<file path="src/rtl/ad9648_init_sequencer.sv">
// AD9648 power-up sequencer: chip-ID check, fixed register table write, transfer-register commit.
// Optional build macro AD9648_INIT_READBACK_EN adds a verifying read after every table write.
module ad9648_init_sequencer #(
   parameter int         TxRegWidth    = 24,
   parameter int         RxRegWidth    = 8,
   parameter int         PwrUpCycles   = 1000,
   parameter int         TimeoutCycles = 4096,
   parameter logic [7:0] ChipId        = 8'h88,
   parameter int         MaxRetries    = 3
) (
   input  logic                  clk_sys_i,
   input  logic                  rst_sys_clk_i,
   input  logic                  restart_i,
   output logic                  start_transfer_o,
   output logic [TxRegWidth-1:0] tx_data_o,
   input  logic                  transfer_done_i,
   input  logic [RxRegWidth-1:0] rx_data_i,
   output logic                  config_done_o,
   output logic                  busy_o,
   output logic                  error_o,
   output logic [1:0]            error_code_o,
   output logic [7:0]            chip_id_o,
   output logic [2:0]            step_o
);

   localparam int PwrW = $clog2(PwrUpCycles + 1);
   localparam int TmoW = $clog2(TimeoutCycles + 1);
   localparam logic [PwrW-1:0] PWR_LAST  = PwrW'(PwrUpCycles - 1);
   localparam logic [TmoW-1:0] TMO_LAST  = TmoW'(TimeoutCycles - 1);
   localparam logic [7:0]      RETRY_MAX = 8'(MaxRetries);
   localparam logic [12:0]     ID_ADDR   = 13'h001;
   localparam logic [12:0]     XFER_ADDR = 13'h0FF;
   localparam logic [12:0]     TBL_ADDR [4] = '{13'h005, 13'h008, 13'h014, 13'h016};
   localparam logic [7:0]      TBL_DATA [4] = '{8'h03, 8'h00, 8'h01, 8'h00};

   typedef enum logic [3:0] {
      S_IDLE,
      S_PWR_WAIT,
      S_ID_RD,
      S_ID_CHK,
      S_WR,
      S_ADVANCE,
`ifdef AD9648_INIT_READBACK_EN
      S_WR_RB,
      S_RB_CHK,
`endif
      S_COMMIT,
      S_XFER_WAIT,
      S_DONE,
      S_ERROR
   } state_t;

   state_t                  state;
   state_t                  wait_nxt;
   state_t                  issue_nxt;
   logic [TxRegWidth-1:0]   issue_frame;
   logic [PwrW-1:0]         pwr_cnt;
   logic [TmoW-1:0]         tmo_cnt;
   logic [7:0]              retry_cnt;
   logic [1:0]              tbl_idx;
`ifdef AD9648_INIT_READBACK_EN
   logic [7:0]              rb_q;
`endif

   assign tbl_idx = step_o[1:0];

   function automatic logic [TxRegWidth-1:0] frame(input logic rd, input logic [12:0] addr,
                                                   input logic [7:0] data);
      return TxRegWidth'({rd, 2'b00, addr, data});
   endfunction

   // Frame and post-completion state for whichever issue state is active.
   always_comb begin
      issue_frame = frame(1'b1, ID_ADDR, 8'h00);
      issue_nxt   = S_ID_CHK;
      case (state)
         S_WR: begin
            issue_frame = frame(1'b0, TBL_ADDR[tbl_idx], TBL_DATA[tbl_idx]);
`ifdef AD9648_INIT_READBACK_EN
            issue_nxt   = S_WR_RB;
`else
            issue_nxt   = S_ADVANCE;
`endif
         end
`ifdef AD9648_INIT_READBACK_EN
         S_WR_RB: begin
            issue_frame = frame(1'b1, TBL_ADDR[tbl_idx], 8'h00);
            issue_nxt   = S_RB_CHK;
         end
`endif
         S_COMMIT: begin
            issue_frame = frame(1'b0, XFER_ADDR, 8'h01);
            issue_nxt   = S_DONE;
         end
         default: ;
      endcase
   end

   always_ff @(posedge clk_sys_i or posedge rst_sys_clk_i) begin
      if (rst_sys_clk_i) begin
         state            <= S_IDLE;
         wait_nxt         <= S_IDLE;
         pwr_cnt          <= '0;
         tmo_cnt          <= '0;
         retry_cnt        <= '0;
         start_transfer_o <= 1'b0;
         tx_data_o        <= '0;
         config_done_o    <= 1'b0;
         busy_o           <= 1'b0;
         error_o          <= 1'b0;
         error_code_o     <= 2'b00;
         chip_id_o        <= 8'h00;
         step_o           <= 3'd0;
`ifdef AD9648_INIT_READBACK_EN
         rb_q             <= 8'h00;
`endif
      end else begin
         start_transfer_o <= 1'b0;
         case (state)
            // IDLE always starts; DONE/ERROR start again only on restart.
            S_IDLE, S_DONE, S_ERROR: begin
               if (state == S_IDLE || restart_i) begin
                  state         <= S_PWR_WAIT;
                  pwr_cnt       <= '0;
                  retry_cnt     <= '0;
                  step_o        <= 3'd0;
                  busy_o        <= 1'b1;
                  config_done_o <= 1'b0;
                  error_o       <= 1'b0;
                  error_code_o  <= 2'b00;
               end
            end
            S_PWR_WAIT: begin
               if (pwr_cnt == PWR_LAST) state <= S_ID_RD;
               else                     pwr_cnt <= pwr_cnt + 1'b1;
            end
`ifdef AD9648_INIT_READBACK_EN
            S_ID_RD, S_WR, S_WR_RB, S_COMMIT: begin
`else
            S_ID_RD, S_WR, S_COMMIT: begin
`endif
               start_transfer_o <= 1'b1;
               tx_data_o        <= issue_frame;
               tmo_cnt          <= '0;
               wait_nxt         <= issue_nxt;
               state            <= S_XFER_WAIT;
            end
            // Completion takes priority over a timeout landing on the same cycle.
            S_XFER_WAIT: begin
               if (transfer_done_i) begin
                  state <= wait_nxt;
                  if (wait_nxt == S_ID_CHK) chip_id_o <= 8'(rx_data_i);
`ifdef AD9648_INIT_READBACK_EN
                  if (wait_nxt == S_RB_CHK) rb_q <= 8'(rx_data_i);
`endif
                  if (wait_nxt == S_DONE) begin
                     busy_o        <= 1'b0;
                     config_done_o <= 1'b1;
                  end
               end else if (tmo_cnt == TMO_LAST) begin
                  state        <= S_ERROR;
                  busy_o       <= 1'b0;
                  error_o      <= 1'b1;
                  error_code_o <= 2'b10;
               end else begin
                  tmo_cnt <= tmo_cnt + 1'b1;
               end
            end
            S_ID_CHK: begin
               if (chip_id_o == ChipId) begin
                  state  <= S_WR;
                  step_o <= 3'd0;
               end else if (retry_cnt < RETRY_MAX) begin
                  retry_cnt <= retry_cnt + 8'd1;
                  state     <= S_ID_RD;
               end else begin
                  state        <= S_ERROR;
                  busy_o       <= 1'b0;
                  error_o      <= 1'b1;
                  error_code_o <= 2'b01;
               end
            end
`ifdef AD9648_INIT_READBACK_EN
            S_RB_CHK: begin
               if (rb_q == TBL_DATA[tbl_idx]) begin
                  state <= S_ADVANCE;
               end else begin
                  state        <= S_ERROR;
                  busy_o       <= 1'b0;
                  error_o      <= 1'b1;
                  error_code_o <= 2'b11;
               end
            end
`endif
            S_ADVANCE: begin
               step_o <= step_o + 3'd1;
               state  <= (step_o == 3'd3) ? S_COMMIT : S_WR;
            end
            default: state <= S_IDLE;
         endcase
      end
   end

endmodule
</file>
<file path="config.mk">
export PLATFORM = sky130hd
export DESIGN_NAME = ad9648_init_sequencer
export DESIGN_NICKNAME = d
export VERILOG_FILES = /design/src/rtl/ad9648_init_sequencer.sv
export SDC_FILE = /design/constraint.sdc
export NUM_CORES = 1
export LEC_CHECK = 0
export ABC_AREA = 1
export CORE_AREA = 5 5 92 94
export CTS_BUF_LIST = sky130_fd_sc_hd__clkbuf_4 sky130_fd_sc_hd__clkbuf_8 sky130_fd_sc_hd__clkbuf_16
export CTS_CLUSTER_DIAMETER = 30
export DETAILED_ROUTE_END_ITERATION = 10
export DIE_AREA = 0 0 97 99
export HOLD_SLACK_MARGIN = 0.03
export PLACE_DENSITY_LB_ADDON = 0.3
export SLEW_MARGIN = 20
export SYNTH_ARGS = -nofsm -noshare
export SYNTH_HDL_FRONTEND = slang
export SYNTH_SLANG_ARGS = --single-unit
</file>
<file path="constraint.sdc">
create_clock -name clk_sys_i -period 2.2 [get_ports clk_sys_i]
set_input_delay 0.66 -clock clk_sys_i [delete_from_list [all_inputs] [get_ports clk_sys_i]]
set_output_delay 0.66 -clock clk_sys_i [all_outputs]
set_load 0.05 [all_outputs]
</file>
==> impl_metrics.tcl <==
set metrics [dict create \
    grt_pass1_wl_mm 13.7 \
    clock-sinks 63 \
    holdPathStages 2 \
    routed_wl_mm 7.70 \
    synth_edf_count 0 \
    maxSlewHeadroom_pct 65.3 \
    outcome "completed" \
    nets 522 \
    dp_cells 592 \
    critical_path_cell_count 1 \
    seq_area_frac_synth_pct 44.5 \
    synthSimpleGateAreaFrac_pct 28.6 \
    synthTopCellsByArea "dfrtp_1, nand2_1, inv_1, nand3_1, nor2_1" \
    drc 0 \
    synth_top_area_cell "dfrtp_1" \
    cts_made_buffers 9 \
    synth_xor_xnor_area_share_pct 2.47 \
    fillerInstances 689 \
    cp.buffers_inverters 1 \
    synth_top_family_by_area "simple AND/OR/NAND/NOR gates" \
    path_cells "clkdlybuf4s50_1" \
    vias 2938 \
    via_per_inst 4.83 \
    grt_pass1_vias 2981 \
    synth_area_mm2 0.00354 \
    setup_violations 0 \
    period_share_pct 98.1 \
    io_buffers 39 \
    synth_top_area_share_pct 44.5 \
    synth_cell_type_count 32 \
    startpoint_type "flip-flop" \
    htree_levels 3 \
    drive_gt1_share_pct 13.8 \
    final_antenna_net_count 0 \
    p_per_area_mw_per_mm2 1350 \
    finalMaxSlewViolations 0 \
    hp-class "reg2reg" \
    synth.avg_cell_area_um2 7.86 \
    synth_common_cells "nand2_1, dfrtp_1, inv_1" \
    hold_viol_final 0 \
    antenna_found_initial 0 \
    end_kind "output port" \
    yosysWarnings 0 \
    die_y_um 99 \
    cts_tree "yes" \
    fin_skew_ns 0.00576 \
    timing.hold.ws_ns 0.473 \
    gp_congestion 0.888 \
    die_w_um 97 \
    finalNonFillerCells 608 \
    peakVddDrop_v 0.00106 \
    cp_data_required_time_ns 1.54 \
    syn_inst 451 \
    drt_iter0_markers 112 \
    setup_tns_ns 0 \
    dr.pass1.iters 4 \
    path_delay_family "buffers and inverters" \
    io_pins 53 \
    clk_path_buf_depth 2 \
    cp.arrival_ns 1.50 \
    die_area_mm2 0.00960 \
    synth_fa_ha_area_share_pct 3.18 \
    p_leak_uw 0.00217 \
    globalRouteTotalUtil_pct 17.2 \
    crit_type "reg2out" \
    start_util_pct 46.8 \
    maxCapViolations 0 \
    wl_per_cell_um 12.7 \
    grt_max_degree 23 \
    rsz0062_at_grt "false" \
    yosys_register_bits 63 \
    critical_path.max_stage_delay_ns 0.81 \
    slowest_stage "clkdlybuf4s50_1" \
    cts_root_buf "clkbuf_8" \
    worst-path-max-fanout 2 \
    synthMuxAreaShare_pct 0 \
    rows 32 \
    worstSkewPairLatency_ns 0.34 \
    worst_pin_slew_ns 0.520 \
    r2r_cells 9 \
    core_area_mm2 0.00757 \
    antennaDiodeCount 0 \
    fmax_mhz 464 \
    cts_hold_buf 0 \
    synth_compound_area_share_pct 9.50 \
    area_delta_synth_final_pct 19.9 \
    yosysMostFrequentCell "nand2_1" \
    period_minus_slack_ns 2.16 \
    grt_overflow_total 0 \
    synth-async-reset-ratio_pct 100 \
    clk_pin_slew_ns 0.07 \
    synth_ff_type "dfrtp_1" \
    dp_hpwl_mm 5.79 \
]
## layout by cell type (no fill, tap or decap), types with 3 or more instances in the layout
cell type / count
nand2_1: 117
dfrtp_1: 63
inv_1: 59
nor2_1: 46
nand3_1: 36
o21ai_0: 18
buf_4: 17
clkdlybuf4s50_1: 15
conb_1: 13
nor3_1: 12
clkbuf_8: 12
dlymetal6s2s_1: 11
o21ai_2: 9
xor2_1: 9
ha_1: 9
nor2_2: 7
nand4_1: 7
inv_2: 6
a21oi_2: 6
o211ai_1: 4
o21ai_1: 4
dlygate4sd2_1: 3
## layer usage
layer	wire [um]	vias up	GRT usage [%]
met5	0	-	0
met3	267	18	3.68
met4	186	0	8.32
met2	3630	59	27.3
met1	3620	1364	22.4
li1	-	1497	-
## path summary, 6_finish.rpt
| kind | startpoint | endpoint | slack [ns] |
|---|---|---|---|
| worst min-delay path | tx_data_o[11] | tx_data_o[11] | 0.47 |
| worst max register to register | tmo_cnt[0] | tmo_cnt[10] | 0.30 |
| max in group asynchronous | rst_sys_clk_i | pwr_cnt[8] | 1.12 |
| worst min register to register | tx_data_o[11] | tx_data_o[11] | 0.47 |
| worst max-delay path | chip_id_o[0] | chip_id_o[0] | 0.04 |
| min in group asynchronous | rst_sys_clk_i | tmo_cnt[11] | 0.63 |
## kinds of logic after synthesis
kind of cell / after synthesis
DFF: 63
other: 1
buffers and inverters: 87
and+or+nand+nor: 231
xor gates and xnor gates: 10
adders and majority gates: 9
AOI/OAI and AO/OA: 50
## cell type report
cell class	instances	area (um2)	area share (%)
well taps	102	128	3.00
clock buffers	13	173	4.06
repair buffers	48	482	11.3
clock inverters	3	40.0	0.943
flip-flops and latches	63	1580	37.1
multi-input cells	313	1600	37.6
inverters	66	251	5.92
## power by group
| group | internal (uW) | total, uW | switching [uW] | leakage (uW) |
|---|---|---|---|---|
| Clock | 625 | 1070 | 444 | 0.000113 |
| Sequential | 1470 | 1750 | 276 | 0.000816 |
| Combinational | 855 | 2910 | 2050 | 0.00124 |
## state kept, by name (all words and copies together), names as in the netlist
signal	cells
tmo_cnt	13
pwr_cnt	10
chip_id_o	8
retry_cnt	8
tx_data_o	8
state	4
step_o	3
wait_nxt	3
error_code_o	2
busy_o	1
config_done_o	1
error_o	1
start_transfer_o	1
## timing repair
item,in CTS,in global routing
pin swaps,0,0
resized for setup,3,11
setup endpoints to repair,3,11
buffers inserted,0,0
cloned,0,0
## metrics by stage
stage / power, uW / setup WS [ns] / instance area (um2) / utilization, %
finish: 5730 / 0.0427 / 4250 / 56.1
global route: 6140 / 0.00281 / 4250 / 56.1
CTS: 5780 / 0.000186 / 4220 / 55.8
detailed placement: 4710 / 0.151 / 4010 / 53.0
global placement: 4670 / 0.185 / 4010 / 53.0
floorplan: 3890 / 0.586 / 3590 / -
No activity file was read; power rests on OpenSTA's default activity.
